==> src/rtl/dlx_decode_stage_pkg.sv <==
// DLX opcode constants, decoded-bundle types and stage widths.
package dlx_decode_stage_pkg;

  localparam int unsigned PC_W   = 32;
  localparam int unsigned REG_AW = 5;
  localparam int unsigned XLEN   = 32;

  // Primary opcodes (instr[31:26])
  localparam logic [5:0] RTYPE_OP = 6'h00;
  localparam logic [5:0] OP_J     = 6'h02;
  localparam logic [5:0] OP_BEQZ  = 6'h04;
  localparam logic [5:0] OP_ADDI  = 6'h08;
  localparam logic [5:0] OP_SUBI  = 6'h0A;
  localparam logic [5:0] OP_ANDI  = 6'h0C;
  localparam logic [5:0] OP_ORI   = 6'h0D;
  localparam logic [5:0] OP_XORI  = 6'h0E;
  localparam logic [5:0] OP_LUI   = 6'h0F;
  localparam logic [5:0] OP_SLTI  = 6'h1A;
  localparam logic [5:0] OP_LW    = 6'h23;
  localparam logic [5:0] OP_SW    = 6'h2B;

  // R-type function codes (instr[5:0])
  localparam logic [5:0] FN_ADD  = 6'h20;
  localparam logic [5:0] FN_ADDU = 6'h21;
  localparam logic [5:0] FN_SUB  = 6'h22;
  localparam logic [5:0] FN_SUBU = 6'h23;
  localparam logic [5:0] FN_AND  = 6'h24;
  localparam logic [5:0] FN_OR   = 6'h25;
  localparam logic [5:0] FN_XOR  = 6'h26;
  localparam logic [5:0] FN_NOR  = 6'h27;
  localparam logic [5:0] FN_SLT  = 6'h2A;

  typedef enum logic [3:0] {
    ALU_ADD, ALU_ADDU, ALU_SUB, ALU_SUBU, ALU_AND, ALU_OR,
    ALU_XOR, ALU_NOR, ALU_SLT, ALU_LUI, ALU_PASS
  } alu_op_t;

  typedef enum logic [1:0] {CL_R, CL_I, CL_J, CL_ILL} instr_class_t;

  typedef struct packed {
    logic [PC_W-1:0]   pc;
    instr_class_t      cls;
    alu_op_t           alu_op;
    logic [REG_AW-1:0] rs1;
    logic [REG_AW-1:0] rs2;
    logic [REG_AW-1:0] rd;
    logic [XLEN-1:0]   imm;
    logic              reg_we;
    logic              mem_rd;
    logic              mem_wr;
    logic              branch;
    logic              jump;
    logic              illegal;
  } dlx_decoded_t;

endpackage

==> src/rtl/dlx_decode_stage_skid_buffer.sv <==
// Two-entry FIFO-ordered valid/ready skid buffer with flush; outputs come straight from flops.
module dlx_skid_buffer #(
  parameter int unsigned W = 8
) (
  input  logic         clk,
  input  logic         reset,
  input  logic         flush,
  input  logic         in_valid,
  output logic         in_ready,
  input  logic [W-1:0] in_data,
  output logic         out_valid,
  input  logic         out_ready,
  output logic [W-1:0] out_data
);

  logic         v0_q, v0_d, v1_q, v1_d;
  logic [W-1:0] d0_q, d0_d, d1_q, d1_d;
  logic         in_ready_q, in_ready_d;
  logic         push, pop;

  // Entry 0 is the head; entry 1 only fills when the head is stalled.
  always_comb begin
    v0_d = v0_q;
    v1_d = v1_q;
    d0_d = d0_q;
    d1_d = d1_q;
    push = in_valid && in_ready_q && !flush;
    pop  = v0_q && out_ready;
    if (flush) begin
      v0_d = 1'b0;
      v1_d = 1'b0;
    end else begin
      if (pop) begin
        v0_d = v1_q;
        d0_d = d1_q;
        v1_d = 1'b0;
      end
      if (push) begin
        if (!v0_d) begin
          v0_d = 1'b1;
          d0_d = in_data;
        end else begin
          v1_d = 1'b1;
          d1_d = in_data;
        end
      end
    end
    in_ready_d = !(v0_d && v1_d);
  end

  // Buffer state registers; reset empties both entries and zeroes the data.
  always_ff @(posedge clk or posedge reset) begin
    if (reset) begin
      v0_q       <= 1'b0;
      v1_q       <= 1'b0;
      d0_q       <= '0;
      d1_q       <= '0;
      in_ready_q <= 1'b1;
    end else begin
      v0_q       <= v0_d;
      v1_q       <= v1_d;
      d0_q       <= d0_d;
      d1_q       <= d1_d;
      in_ready_q <= in_ready_d;
    end
  end

  assign in_ready  = in_ready_q;
  assign out_valid = v0_q;
  assign out_data  = d0_q;

endmodule

==> src/rtl/dlx_decode_stage.sv <==
// DLX decode stage: classifies the fetched word and forwards a registered control bundle.
module dlx_decode_stage
  import dlx_decode_stage_pkg::*;
(
  input  logic                             clk,
  input  logic                             reset,
  input  logic                             in_valid,
  output logic                             in_ready,
  input  logic [31:0]                      in_instr,
  input  logic [PC_W-1:0]                  in_pc,
  input  logic                             flush,
  output logic                             out_valid,
  input  logic                             out_ready,
  output logic [$bits(dlx_decoded_t)-1:0]  out_dec
);

  localparam int unsigned DEC_W = $bits(dlx_decoded_t);

  // Pure decode of one instruction word; illegal encodings carry no side effects.
  function automatic dlx_decoded_t decode(input logic [31:0] instr, input logic [PC_W-1:0] pc);
    dlx_decoded_t d;
    logic [5:0]   op;
    logic [5:0]   funct;
    logic [15:0]  imm16;
    op    = instr[31:26];
    funct = instr[5:0];
    imm16 = instr[15:0];
    d        = '0;
    d.pc     = pc;
    d.rs1    = instr[25:21];
    d.rs2    = instr[20:16];
    d.rd     = instr[20:16];
    d.cls    = CL_I;
    d.alu_op = ALU_ADD;
    d.imm    = {{16{imm16[15]}}, imm16};
    case (op)
      RTYPE_OP: begin
        d.cls    = CL_R;
        d.rd     = instr[15:11];
        d.imm    = '0;
        d.reg_we = 1'b1;
        case (funct)
          FN_ADD:  d.alu_op = ALU_ADD;
          FN_ADDU: d.alu_op = ALU_ADDU;
          FN_SUB:  d.alu_op = ALU_SUB;
          FN_SUBU: d.alu_op = ALU_SUBU;
          FN_AND:  d.alu_op = ALU_AND;
          FN_OR:   d.alu_op = ALU_OR;
          FN_XOR:  d.alu_op = ALU_XOR;
          FN_NOR:  d.alu_op = ALU_NOR;
          FN_SLT:  d.alu_op = ALU_SLT;
          default: d.illegal = 1'b1;
        endcase
      end
      OP_ADDI: d.reg_we = 1'b1;
      OP_SUBI: begin d.alu_op = ALU_SUB; d.reg_we = 1'b1; end
      OP_SLTI: begin d.alu_op = ALU_SLT; d.reg_we = 1'b1; end
      OP_ANDI: begin d.alu_op = ALU_AND; d.reg_we = 1'b1; d.imm = {16'h0, imm16}; end
      OP_ORI:  begin d.alu_op = ALU_OR;  d.reg_we = 1'b1; d.imm = {16'h0, imm16}; end
      OP_XORI: begin d.alu_op = ALU_XOR; d.reg_we = 1'b1; d.imm = {16'h0, imm16}; end
      OP_LUI:  begin d.alu_op = ALU_LUI; d.reg_we = 1'b1; d.imm = {imm16, 16'h0}; end
      OP_LW:   begin d.mem_rd = 1'b1; d.reg_we = 1'b1; end
      OP_SW:   d.mem_wr = 1'b1;
      OP_BEQZ: begin d.alu_op = ALU_PASS; d.branch = 1'b1; end
      OP_J: begin
        d.cls    = CL_J;
        d.alu_op = ALU_PASS;
        d.rd     = '0;
        d.imm    = {{6{instr[25]}}, instr[25:0]};
        d.jump   = 1'b1;
      end
      default: d.illegal = 1'b1;
    endcase
    if (d.illegal) begin
      d.cls    = CL_ILL;
      d.alu_op = ALU_PASS;
      d.rd     = '0;
      d.imm    = '0;
      d.reg_we = 1'b0;
      d.mem_rd = 1'b0;
      d.mem_wr = 1'b0;
      d.branch = 1'b0;
      d.jump   = 1'b0;
    end
    // r0 is hard-wired zero: writes to it are dropped, the instruction still flows.
    if (d.rd == '0) d.reg_we = 1'b0;
    return d;
  endfunction

  dlx_decoded_t dec_c;

  // Decode the presented word every cycle; it is captured only on a push.
  always_comb begin
    dec_c = decode(in_instr, in_pc);
  end

  dlx_skid_buffer #(.W(DEC_W)) u_skid (
    .clk       (clk),
    .reset     (reset),
    .flush     (flush),
    .in_valid  (in_valid),
    .in_ready  (in_ready),
    .in_data   (DEC_W'(dec_c)),
    .out_valid (out_valid),
    .out_ready (out_ready),
    .out_data  (out_dec)
  );

endmodule

==> config.mk <==
export PLATFORM = sky130hd
export DESIGN_NAME = dlx_decode_stage
export DESIGN_NICKNAME = d
export VERILOG_FILES = /design/src/rtl/dlx_decode_stage_pkg.sv /design/src/rtl/dlx_decode_stage_skid_buffer.sv /design/src/rtl/dlx_decode_stage.sv
export SDC_FILE = /design/constraint.sdc
export NUM_CORES = 1
export LEC_CHECK = 0
export BUFFER_PORTS_ARGS = -buffer_cell sky130_fd_sc_hd__buf_2
export CAP_MARGIN = 15
export CORE_MARGIN = 1.5
export CORE_UTILIZATION = 55
export DETAILED_ROUTE_END_ITERATION = 8
export PLACE_DENSITY_LB_ADDON = 0.05
export SETUP_SLACK_MARGIN = 0.5
export SYNTH_ARGS = -nofsm -noshare
export SYNTH_HDL_FRONTEND = slang
export SYNTH_SLANG_ARGS = --single-unit
==> constraint.sdc <==
create_clock -name clk -period 7.4 [get_ports clk]
set_clock_uncertainty 0.1 [all_clocks]
set_input_delay 1.85 -clock clk [delete_from_list [all_inputs] [get_ports clk]]
set_output_delay 1.85 -clock clk [all_outputs]
set_load 0.02 [all_outputs]
==> impl_metrics.toml <==
[global_routing]
grt_pass1_wl_um = 34500
antenna_found_initial = 0
grt_overflow = 0
track_usage_pct = 27.5
grt_max_degree = 186
grt_pass1_vias = 6602

[sta]
setup_viol = 0
finalSetupTns_ns = 0
fmax_mhz = 251
min_period_ns = 3.99
rsz0062_at_grt = "no"
slew_headroom_pct = 24.5
max_slew.worst_pin.slew_ns = 1.13
finalCritPeriodShare_pct = 53.9
hold_viol_final = 0
slew_violations = 0

[drt]
vias = 7062
drc = 0
first_pass_iters = 8
drt-initial-drc-count = 596
wl_per_cell_um = 17.4
ant_nets = 0
wl_um = 21100
via_per_inst = 5.81

[outcome]
status = "finished clean"

[yosys]
synth_cells = 901
yosysMostFrequentCell = "nand2_1"
async_reset_ff_share_pct = 100
synth_edf_count = 0
synth_ff_type = "dfrtp_1"
yosysTopAreaCell = "dfrtp_1"
yosys.area.top_type_share_pct = 55.1
synth.area.top_cells = "dfrtp_1 55%, nand2_1 14%, a31oi_1 3.5%"
synth-seq-cells = 185
syn_nets = 970
avgSynthCellArea_um2 = 9.27
ys_seq_area_share_pct = 55.5
yosysUniqueCellTypes = 59
yosysWarnings = 0
synthTopCellsByCount = "312 x nand2_1, 184 x dfrtp_1, 66 x nor2_1"
netlist_area_um2 = 8350

[critical_path]
reg2reg_from = "u_skid.out_valid$_DFF_PP0_"
r2r_cells = 4
rrSetupSlack_ns = 4.48
critPathSlowestCell = "a211oi_4"
cp-startpoint = "flush"
critical_path_class = "in2reg"
arrival_ns = 4.25
cpPeakStageDelay_ns = 0.92
worst_ep_required_time_ns = 7.66
cp_max_fo = 18
timing.rr.end = "u_skid.d1_q[16]$_DFFE_PP0P_"
critPathLaunchType = "input pin"
path_cells = "buf_2, nor2b_1, nand4_1, a211oi_4, a22o_1"
critPathCapture = "u_skid.d1_q[16]$_DFFE_PP0P_"
worst_setup_path_end_kind = "flip-flop"

[floorplan]
die_w_um = 126
rows = 44
dieArea_um2 = 15900
io_pins = 162
die_y_um = 126
core_area_um2 = 14700
start_util_pct = 56.8

[cts]
cts_root_buf = "clkbuf_16"
cts_tree = "yes"
cts.repair.resized = 0
cts_num_sinks = 185
cts_setup_buffers = 0
clkTransAtPathRegs_ns = 0.06
cts_buffer_depth = 2
insertion_delay_ns = 0.42
cts_buffers = 17
htreeDepth = 4
cts_hold_buf = 0

[placement]
gp_congestion = 0.876
hpwl_um = 13200
numPortBuffers = 161

[run]
drv_cap = 0

[finish]
areaGrowthSynthToFinish_pct = 16.6
post-route-util_pct = 66.2
fin_nets = 1089
drive_above_1_share_pct = 21.7
nFillCells = 1200
n_antenna_cell = 0

[power_and_ir_drop]
powerDensity_nw_per_um2 = 262
ir_worst_vdd_mv = 0.163
leakagePower_nw = 4.86

[worst_hold_path]
worstHoldPathType = "reg2reg"
==> layer usage <==
metal / wire, µm / share of wire (%) / track usage (%)
met5: 0 / 0 / 0
met4: 308 / 1.5 / 7.91
met3: 1410 / 6.7 / 6.37
met2: 9600 / 45 / 42.7
met1: 9810 / 46 / 39.1
==> area by class of cell <==
class / instances / area, µm² / share of cell area, %
flip-flops and latches: 185 / 4630 / 47.6
repair buffers: 167 / 863 / 8.87
well taps: 184 / 230 / 2.36
clock buffers: 24 / 492 / 5.05
inverters: 2 / 11.3 / 0.116
clock inverters: 7 / 43.8 / 0.450
multi-input cells: 647 / 3470 / 35.6
==> logic make-up (layout without fill, tap and decap cells) <==
kind of cell              count (synthesis)  after routing  share of synthesized area, %
DFF                                     185            185                          55.5
AOI/OAI and AO/OA                       191            191                          16.5
xor gates and xnor gates                  1              1                         0.105
muxes                                    29             29                          3.55
buffers and inverters                    69            200                          3.48
and+or+nand+nor                         426            426                          20.9
==> per-stage QoR <==
stage | cell area (µm²) | std cells | setup slack, ns | power [W] | hold WS (ns)
3_5_place_dp | 9200 | 1185 | 2.95 | 0.00173 | 0.362
3_3_place_gp | 9200 | 1185 | 3.07 | 0.00172 | 0.357
4_1_cts | 9740 | 1216 | 3.41 | 0.00257 | 0.378
6_report | 9740 | 1216 | 3.41 | 0.00255 | 0.377
2_1_floorplan | 8350 | 901 | 3.07 | 0.00156 | 0.343
5_1_grt | 9740 | 1216 | 3.16 | 0.00267 | 0.399
==> registers in the layout, summed over array words and instances (netlist names) <==
name / cells
u_skid.d1_q: 91
u_skid.out_data: 91
u_skid.in_ready: 1
u_skid.out_valid: 1
u_skid.v1_q: 1
==> layout by cell type (no fill, tap or decap), types with 17 or more instances in the layout <==
cell,netlist,routed
a21oi_1,21,21
a31oi_1,47,47
a32o_1,18,18
buf_2,7,161
clkbuf_16,0,17
dfrtp_1,184,184
mux2i_1,24,24
nand2_1,312,311
nor2_1,66,65
o22ai_1,17,17
o31ai_1,17,17
==> worst min-delay path by stage <==
stage / start / endpoint / depth (start not counted)
final: u_skid.d1_q[70]$_DFFE_PP0P_ / u_skid.d1_q[70]$_DFFE_PP0P_ / 2
after global routing: u_skid.d1_q[89]$_DFFE_PP0P_ / u_skid.d1_q[89]$_DFFE_PP0P_ / 2
after CTS: u_skid.d1_q[71]$_DFFE_PP0P_ / u_skid.d1_q[71]$_DFFE_PP0P_ / 2
after detailed placement: u_skid.d1_q[83]$_DFFE_PP0P_ / u_skid.d1_q[83]$_DFFE_PP0P_ / 2
after global placement: u_skid.d1_q[61]$_DFFE_PP0P_ / u_skid.d1_q[61]$_DFFE_PP0P_ / 2
after floorplan: u_skid.d1_q[38]$_DFFE_PP0P_ / u_skid.d1_q[38]$_DFFE_PP0P_ / 2
==> worst max-delay path, delay by kind of cell <==
| family | cells | cell delay, ns |
|---|---|---|
| buffers and inverters | 1 | 0.17 |
| and+or+nand+nor | 2 | 1.06 |
| AOI/OAI and AO/OA | 2 | 1.15 |
==> where the power goes <==
group / switching [W] / total [W] / internal, W
logic: 0.000300 / 0.000471 / 0.000170
clock network: 0.000372 / 0.000834 / 0.000462
registers: 0.0000839 / 0.00125 / 0.00116
total: 0.000757 / 0.00255 / 0.00180
No activity file was read; power rests on OpenSTA's default activity.
